<file path="src/rtl/cache_rd_arbiter.sv">
// Shares one AXI read channel between ICache/DCache refills: grant, one INCR burst per line, single-cycle line return.
// Latency 6 cycles best case; AR/R stalls stretch it; losers wait in IDLE. `CACHE_ARB_RR_EN selects round-robin ties.
module cache_rd_arbiter #(
  parameter int LINE_WORDS = 4,
  parameter int ID_W       = 4
) (
  input  logic                      clk,
  input  logic                      reset,
  input  logic                      icache_rd_req,
  input  logic [31:0]               icache_rd_addr,
  output logic                      icache_rd_rdy,
  output logic                      icache_ret_valid,
  output logic [32*LINE_WORDS-1:0]  icache_ret_data,
  input  logic                      dcache_rd_req,
  input  logic [31:0]               dcache_rd_addr,
  output logic                      dcache_rd_rdy,
  output logic                      dcache_ret_valid,
  output logic [32*LINE_WORDS-1:0]  dcache_ret_data,
  output logic [ID_W-1:0]           arid,
  output logic [31:0]               araddr,
  output logic [7:0]                arlen,
  output logic [2:0]                arsize,
  output logic [1:0]                arburst,
  output logic                      arvalid,
  input  logic                      arready,
  input  logic [ID_W-1:0]           rid,
  input  logic [31:0]               rdata,
  input  logic [1:0]                rresp,
  input  logic                      rlast,
  input  logic                      rvalid,
  output logic                      rready
);

  localparam int CW = (LINE_WORDS > 1) ? $clog2(LINE_WORDS) : 1;
  localparam logic [CW-1:0] LAST_BEAT = CW'(LINE_WORDS - 1);

  typedef enum logic [1:0] {IDLE, ADDR, DATA, DONE} state_t;

  state_t                        state, state_nxt;
  logic                          owner;      // 1 = DCache
  logic [31:0]                   addr_q;
  logic [CW-1:0]                 beat_cnt;
  logic [LINE_WORDS-1:0][31:0]   line_buf;
  logic                          grant;
  logic                          grant_d;
  logic                          unused_axi;

  assign unused_axi = ^{rid, rresp, rlast};
  assign grant      = (state == IDLE) && (icache_rd_req || dcache_rd_req);

`ifdef CACHE_ARB_RR_EN
  logic last_owner;

  // On a tie the requester that did not win last time goes first.
  assign grant_d = dcache_rd_req && (!icache_rd_req || !last_owner);

  always_ff @(posedge clk) begin
    if (reset) begin
      last_owner <= 1'b0;
    end else if (grant) begin
      last_owner <= grant_d;
    end
  end
`else
  assign grant_d = dcache_rd_req;
`endif

  always_comb begin
    state_nxt        = state;
    icache_rd_rdy    = 1'b0;
    dcache_rd_rdy    = 1'b0;
    icache_ret_valid = 1'b0;
    dcache_ret_valid = 1'b0;
    arvalid          = 1'b0;
    arlen            = '0;
    arsize           = '0;
    arburst          = '0;
    rready           = 1'b0;
    case (state)
      IDLE: begin
        if (grant) begin
          icache_rd_rdy = !grant_d;
          dcache_rd_rdy = grant_d;
          state_nxt     = ADDR;
        end
      end
      ADDR: begin
        arvalid = 1'b1;
        arlen   = 8'(LINE_WORDS - 1);
        arsize  = 3'b010;
        arburst = 2'b01;
        if (arready) state_nxt = DATA;
      end
      DATA: begin
        rready = 1'b1;
        if (rvalid && beat_cnt == LAST_BEAT) state_nxt = DONE;
      end
      DONE: begin
        icache_ret_valid = !owner;
        dcache_ret_valid = owner;
        state_nxt        = IDLE;
      end
      default: state_nxt = IDLE;
    endcase
  end

  always_ff @(posedge clk) begin
    if (reset) begin
      state    <= IDLE;
      owner    <= 1'b0;
      addr_q   <= '0;
      beat_cnt <= '0;
      line_buf <= '0;
    end else begin
      state <= state_nxt;
      if (grant) begin
        owner    <= grant_d;
        addr_q   <= grant_d ? dcache_rd_addr : icache_rd_addr;
        beat_cnt <= '0;
      end
      if (state == DATA && rvalid) begin
        line_buf[beat_cnt] <= rdata;
        beat_cnt           <= (beat_cnt == LAST_BEAT) ? '0 : beat_cnt + CW'(1);
      end
    end
  end

  assign araddr          = addr_q;
  assign arid            = ID_W'(owner);
  assign icache_ret_data = line_buf;
  assign dcache_ret_data = line_buf;

endmodule

</file>
<file path="config.mk">
export PLATFORM = sky130hd
export DESIGN_NAME = cache_rd_arbiter
export DESIGN_NICKNAME = d
export VERILOG_FILES = /design/src/rtl/cache_rd_arbiter.sv
export SDC_FILE = /design/constraint.sdc
export NUM_CORES = 1
export LEC_CHECK = 0
export CAP_MARGIN = 5
export CORE_AREA = 2 2 162 164
export DETAILED_ROUTE_END_ITERATION = 8
export DIE_AREA = 0 0 164 166
export MAX_ROUTING_LAYER = met4
export SYNTH_ARGS = -nofsm -noshare
export SYNTH_HDL_FRONTEND = slang
export SYNTH_SLANG_ARGS = --single-unit
</file>
<file path="constraint.sdc">
create_clock -name clk -period 2 [get_ports clk]
set_clock_uncertainty 0.2 [all_clocks]
set_input_delay 0.2 -clock clk [delete_from_list [all_inputs] [get_ports clk]]
set_output_delay 0.2 -clock clk [all_outputs]
set_load 0.03 [all_outputs]
</file>
# Word level (Yosys, flattened, before mapping)
# Index checks and enable logic that the tools add are counted.
# W data, S select, Z words.
dict set report totals {
  ff_bits 165
  out_inout_bits 311
  word_cells 50
}
dict set report op_classes {
  add_sub_neg 1
  order_cmp 2
  n_eq_ne 7
  mux 22
  reduce_logical 10
}
# operator n
set ops {}
lappend ops {{$bwmux W128} 1}
lappend ops {{$demux W32 S2} 1}
lappend ops {{$mux W32} 2}
lappend ops {{$mux W2} 8}
lappend ops {{$mux W1} 9}
lappend ops {{$pmux W2 S4} 1}
lappend ops {{$eq A2 B2 Y1 const B} 3}
lappend ops {{$ne A2 B2 Y1 const B} 3}
lappend ops {{$logic_and A1 B1 Y1} 4}
lappend ops {{$lt A2 B3 Y1 const B} 1}
lappend ops {{$reduce_and A3 Y1} 1}
lappend ops {{$add A2 B1 Y2 const B} 1}
lappend ops {{$eq A2 B1 Y1 const B} 1}
lappend ops {{$ge A2 B1 Y1 const B} 1}
lappend ops {{$logic_not A1 Y1} 2}
lappend ops {{$logic_not A2 Y1} 1}
lappend ops {{$reduce_bool A2 Y1} 1}
lappend ops {{$logic_or A1 B1 Y1} 1}

# Logic depth before layout (Yosys ltp)
dict set report logic_depth {
  ltp_word 5
  mapped_depth 8
}

# Worst setup path before layout
# OpenSTA, ideal clock, no wires.
dict set report synth_path {
  kind {register -> register}
  startpoint {register state[0]}
  endpoint {register state[0]}
  arrival_ps 1657
  path_slack_ps 64
  stages_incl_launch_ff 7
  synth_period_minus_slack_ps 1936
  cell_sequence {dfxtp_1 -> inv_1 -> ha_1 -> buf_6 -> a21boi_4 -> or3_1 -> a211oi_2}
}
dict set report synth_via {
  elab_chain_len 4
  elab_cells_between_ends 10
  cone_classes {6 x eq/ne; 1 x mux; 3 x reduce/logical}
}
# item line
set synth_lines {}
lappend synth_lines {{from (decl)} 39} ;# state_t state, state_nxt;
lappend synth_lines {{from (signal assigned)} 115} ;# state <= state_nxt;
lappend synth_lines {{$logic_not A2 Y1} {49, 79}}
lappend synth_lines {{$logic_and A1 B1 Y1} 49} ;# assign grant = (state == IDLE) && (icache_rd_req || dcache_rd_req);
lappend synth_lines {{$ne A2 B2 Y1 (no source line)} -}
lappend synth_lines {{$reduce_and A3 Y1 (no source line)} -}
# Parallel ways exist; a longest one is shown, timed or not.
# A chain may end at the register's enable or synchronous reset.

# Worst setup path in the final report
dict set report layout_path {
  startpoint {register line_buf (netlist bit dcache_ret_data[51])}
  endpoint {output port icache_ret_data[51]}
}
# item line
set layout_rtl {}
lappend layout_rtl {{from (decl)} 43} ;# logic [LINE_WORDS-1:0][31:0] line_buf;
lappend layout_rtl {{from (signal, indexed assignment)} 122} ;# line_buf[beat_cnt] <= rdata;
lappend layout_rtl {{to (decl)} 13} ;# output logic [32*LINE_WORDS-1:0] icache_ret_data,
# No word-level cell between the ends.

==> flow_results.xml <==
<?xml version="1.0" encoding="UTF-8"?>
<metrics>
  <group name="synth">
    <metric name="synth.yosys.seq_area_share" unit="%">45.1</metric>
    <metric name="synth_enable_flop_cells" unit="">0</metric>
    <metric name="fraction_of_post_synthesis_cell_area_in_the_top_cell_type_by_area" unit="%">45.1</metric>
    <metric name="avgSynthCellArea" unit="um2">8.18</metric>
    <metric name="synthArstFlopShare" unit="%">0</metric>
    <metric name="yosys_warnings" unit="">0</metric>
    <metric name="synth.top_cells.by_area" unit="">sky130_fd_sc_hd__dfxtp_1 45%, sky130_fd_sc_hd__buf_4 16%, sky130_fd_sc_hd__nand2_1 13%, sky130_fd_sc_hd__a21oi_1 8.9%, sky130_fd_sc_hd__mux2i_1 4.4%</metric>
    <metric name="synth-seq-cells" unit="">165</metric>
    <metric name="mapped_area" unit="um2">7330</metric>
    <metric name="dominantRegCellSynth" unit="">sky130_fd_sc_hd__dfxtp_1</metric>
    <metric name="post_synth_num_cell_types" unit="">31</metric>
    <metric name="synth_cells" unit="">896</metric>
    <metric name="synth_area_leader_cell" unit="">sky130_fd_sc_hd__dfxtp_1</metric>
  </group>
  <group name="finish">
    <metric name="post_route_cells_drive_above_1_share" unit="%">7.16</metric>
    <metric name="multi_input_area" unit="um2">2680</metric>
    <metric name="fillCellCount" unit="">2587</metric>
    <metric name="final_core_utilization" unit="%">44.4</metric>
    <metric name="finalNetCount" unit="">1265</metric>
    <metric name="seqCellArea" unit="um2">3300</metric>
    <metric name="area_growth_syn_to_layout" unit="%">55.0</metric>
    <metric name="antennaDiodeCount" unit="">0</metric>
  </group>
  <group name="detailed_routing">
    <metric name="drt.antenna.violating_nets" unit="">0</metric>
    <metric name="detailroute.wirelength.met2" unit="um">11600</metric>
    <metric name="highest-signal-layer" unit="">met4</metric>
    <metric name="vias" unit="">6605</metric>
    <metric name="drt-vias-per-instance" unit="">4.42</metric>
    <metric name="m1WireLength" unit="um">10200</metric>
    <metric name="route.detailed.wl_per_inst" unit="um">15.8</metric>
    <metric name="initial_drt_pass_iterations" unit="">6</metric>
    <metric name="routed-wl-met3" unit="um">1490</metric>
    <metric name="wl" unit="um">23700</metric>
    <metric name="initialDrtViolationCount" unit="">308</metric>
    <metric name="post-route-drc-count" unit="">0</metric>
  </group>
  <group name="floorplanning">
    <metric name="num_rows" unit="">59</metric>
    <metric name="design.portCount" unit="">420</metric>
    <metric name="die_area" unit="um2">27200</metric>
    <metric name="start_util" unit="%">28.6</metric>
    <metric name="fp.dieW" unit="um">164</metric>
    <metric name="fp.dieH" unit="um">166</metric>
    <metric name="core_region_area" unit="um2">25600</metric>
  </group>
  <group name="placed_design">
    <metric name="gp_congestion" unit="">0.756</metric>
    <metric name="worst_slack_at_placement" unit="ns">0.0517</metric>
    <metric name="dp_hpwl" unit="um">17100</metric>
    <metric name="io_buffers" unit="">400</metric>
  </group>
  <group name="grt">
    <metric name="global_route.usage.total" unit="%">17.7</metric>
    <metric name="grt_start_max_net_pins" unit="">65</metric>
    <metric name="gr-total-overflow" unit="">0</metric>
    <metric name="antenna_found_initial" unit="">0</metric>
    <metric name="first_pass_grt_wire_length" unit="um">36100</metric>
    <metric name="first_global_vias" unit="">6325</metric>
  </group>
  <group name="run">
    <metric name="drv.max_cap_violation_count" unit="">0</metric>
  </group>
  <group name="run_status">
    <metric name="status" unit="">complete, no violations</metric>
  </group>
  <group name="worst_setup_path">
    <metric name="type_of_element_capturing_the_critical_path" unit="">primary output</metric>
    <metric name="peak_fanout_along_the_critical_path" unit="">3</metric>
    <metric name="critPathRequiredTime" unit="ns">1.60</metric>
    <metric name="timing.critical_path.from_type" unit="">flip-flop</metric>
    <metric name="timing.critical_path.arrival" unit="ns">1.54</metric>
    <metric name="max_incr_delay_on_cp" unit="ns">0.71</metric>
    <metric name="criticalPathCategory" unit="">reg2out</metric>
    <metric name="worst-path-buf-inv" unit="">1</metric>
    <metric name="critPathSlowestCell" unit="">sky130_fd_sc_hd__clkdlybuf4s50_1</metric>
    <metric name="critical-path-top-delay-family" unit="">buffers and inverters</metric>
    <metric name="critical_path.cell_chain" unit="">clkdlybuf4s50_1</metric>
  </group>
  <group name="cts">
    <metric name="clk_path_buf_depth" unit="">2</metric>
    <metric name="cts_buffers" unit="">17</metric>
    <metric name="h-tree-depth" unit="">4</metric>
    <metric name="clock_latency" unit="ns">0.42</metric>
    <metric name="cell_chosen_for_the_clock_root" unit="">sky130_fd_sc_hd__clkbuf_16</metric>
    <metric name="path_clk_slew" unit="ns">0.08</metric>
    <metric name="cts_tree" unit="">done</metric>
    <metric name="tritoncts_num_sinks" unit="">165</metric>
    <metric name="postCtsSetupRepairBufs" unit="">0</metric>
  </group>
  <group name="power">
    <metric name="p_leak" unit="nW">4.04</metric>
    <metric name="ir_drop" unit="uV">520</metric>
    <metric name="cellPowerDensity" unit="nW/um2">891</metric>
  </group>
  <group name="timing">
    <metric name="final_layout_setup_total_negative_slack" unit="ns">0</metric>
    <metric name="final_hold_viol_count" unit="">0</metric>
    <metric name="finalWorstSetupSlack" unit="ns">0.0602</metric>
    <metric name="setup_viol" unit="">0</metric>
    <metric name="slew_limit_fails" unit="">0</metric>
    <metric name="achievable-frequency" unit="MHz">516</metric>
    <metric name="period_minus_slack" unit="ns">1.94</metric>
    <metric name="grt_setup_unrepaired" unit="">yes</metric>
    <metric name="final.period_utilization" unit="%">97.0</metric>
  </group>
  <group name="hold_path">
    <metric name="timing.hold.worst.class" unit="">in2reg</metric>
  </group>
</metrics>
==> cells in the final DEF (no fill, tap or decap), drive strengths merged <==
cell type / count
o41ai: 1
conb: 12
clkbuf: 21
ha: 9
buf: 29
dlymetal6s2s: 4
a21oi: 130
a211oi: 33
o311ai: 1
o21a: 1
and3: 4
clkinv: 2
o21ai: 1
inv: 14
nor4bb: 1
clkdlybuf4s15: 5
and2: 2
and2b: 1
clkinvlp: 2
nor2: 35
nand2: 258
a31oi: 1
nor4: 1
or3: 1
dlygate4sd3: 1
nor3b: 1
nand3: 6
clkdlybuf4s50: 384
mux2i: 32
a21boi: 1
nor2b: 1
dfxtp: 165
==> power breakdown <==
group,internal [mW],switching (mW)
combinational,1.28,1.79
sequential,3.61,0.210
clock,1.73,1.50
==> timing repair <==
action / CTS / global route
hold buffers: 1 / 0
pin swaps: 1 / 1
endpoints found under the hold margin: 2 / 0
setup endpoints to repair: 9 / 13
gates resized for setup: 22 / 9
==> final timing paths <==
path,slack [ns],to,from,cells past startpoint
worst max-delay path,0.06,icache_ret_data[51],dcache_ret_data[51],1
worst min-delay path,0.12,owner,dcache_rd_req,4
worst max register to register,0.16,state[0],state[1],5
worst min register to register,0.27,dcache_ret_data[74],dcache_ret_data[74],2
==> cell usage after synthesis, drive strengths merged (2+ instances only) <==
master,count
inv,5
nor2,35
a21oi,130
dfxtp,165
ha,9
nand2,258
mux2i,32
and3,4
a211oi,33
buf,174
nand3,6
clkbuf,30
and2,2
==> cell families (layout without fill, tap and decap cells) <==
group                      Yosys count  count (layout)  share of synthesized area, %
and+or+nand+nor                    311             311                          16.6
buffers and inverters              209             462                          19.3
muxes                               32              32                          4.37
AOI/OAI and AO/OA                  169             169                          13.1
adders and majority gates            9               9                          1.54
other                                1              12                        0.0512
DFF                                165             165                          45.1
==> cell type report <==
cell class,instances,share of cell area [%]
Inverter,5,0.165
Clock inverter,13,1.16
Multi-Input combinational cell,533,23.6
Clock buffer,19,3.99
Tap cell,335,3.69
Timing Repair Buffer,425,38.4
Sequential cell,165,29.1
==> sequential cells by signal, indices dropped and copies added (netlist names) <==
name / count
owner: 1
dcache_ret_data: 128
state: 2
beat_cnt: 2
araddr: 32
==> metal layers <==
layer  vias to the layer above  track usage, %
met5                         -               -
met4                         0            4.84
met3                        17            4.07
met2                       280            29.9
met1                      3032            21.1
li1                       3276               -
==> metrics by stage <==
| stage | area [um2] | hold WS [ns] | std cells | power, mW |
|---|---|---|---|---|
| after detailed placement | 10800 | 0.261 | 1462 | 6.99 |
| after global routing | 11400 | 0.147 | 1495 | 10.7 |
| after global placement | 10800 | 0.256 | 1462 | 6.97 |
| after CTS | 11400 | 0.0926 | 1495 | 10.3 |
| final | 11400 | 0.118 | 1495 | 10.1 |
| after floorplan | 7370 | 0.134 | 907 | 5.77 |
No activity file was read; power rests on OpenSTA's default activity.
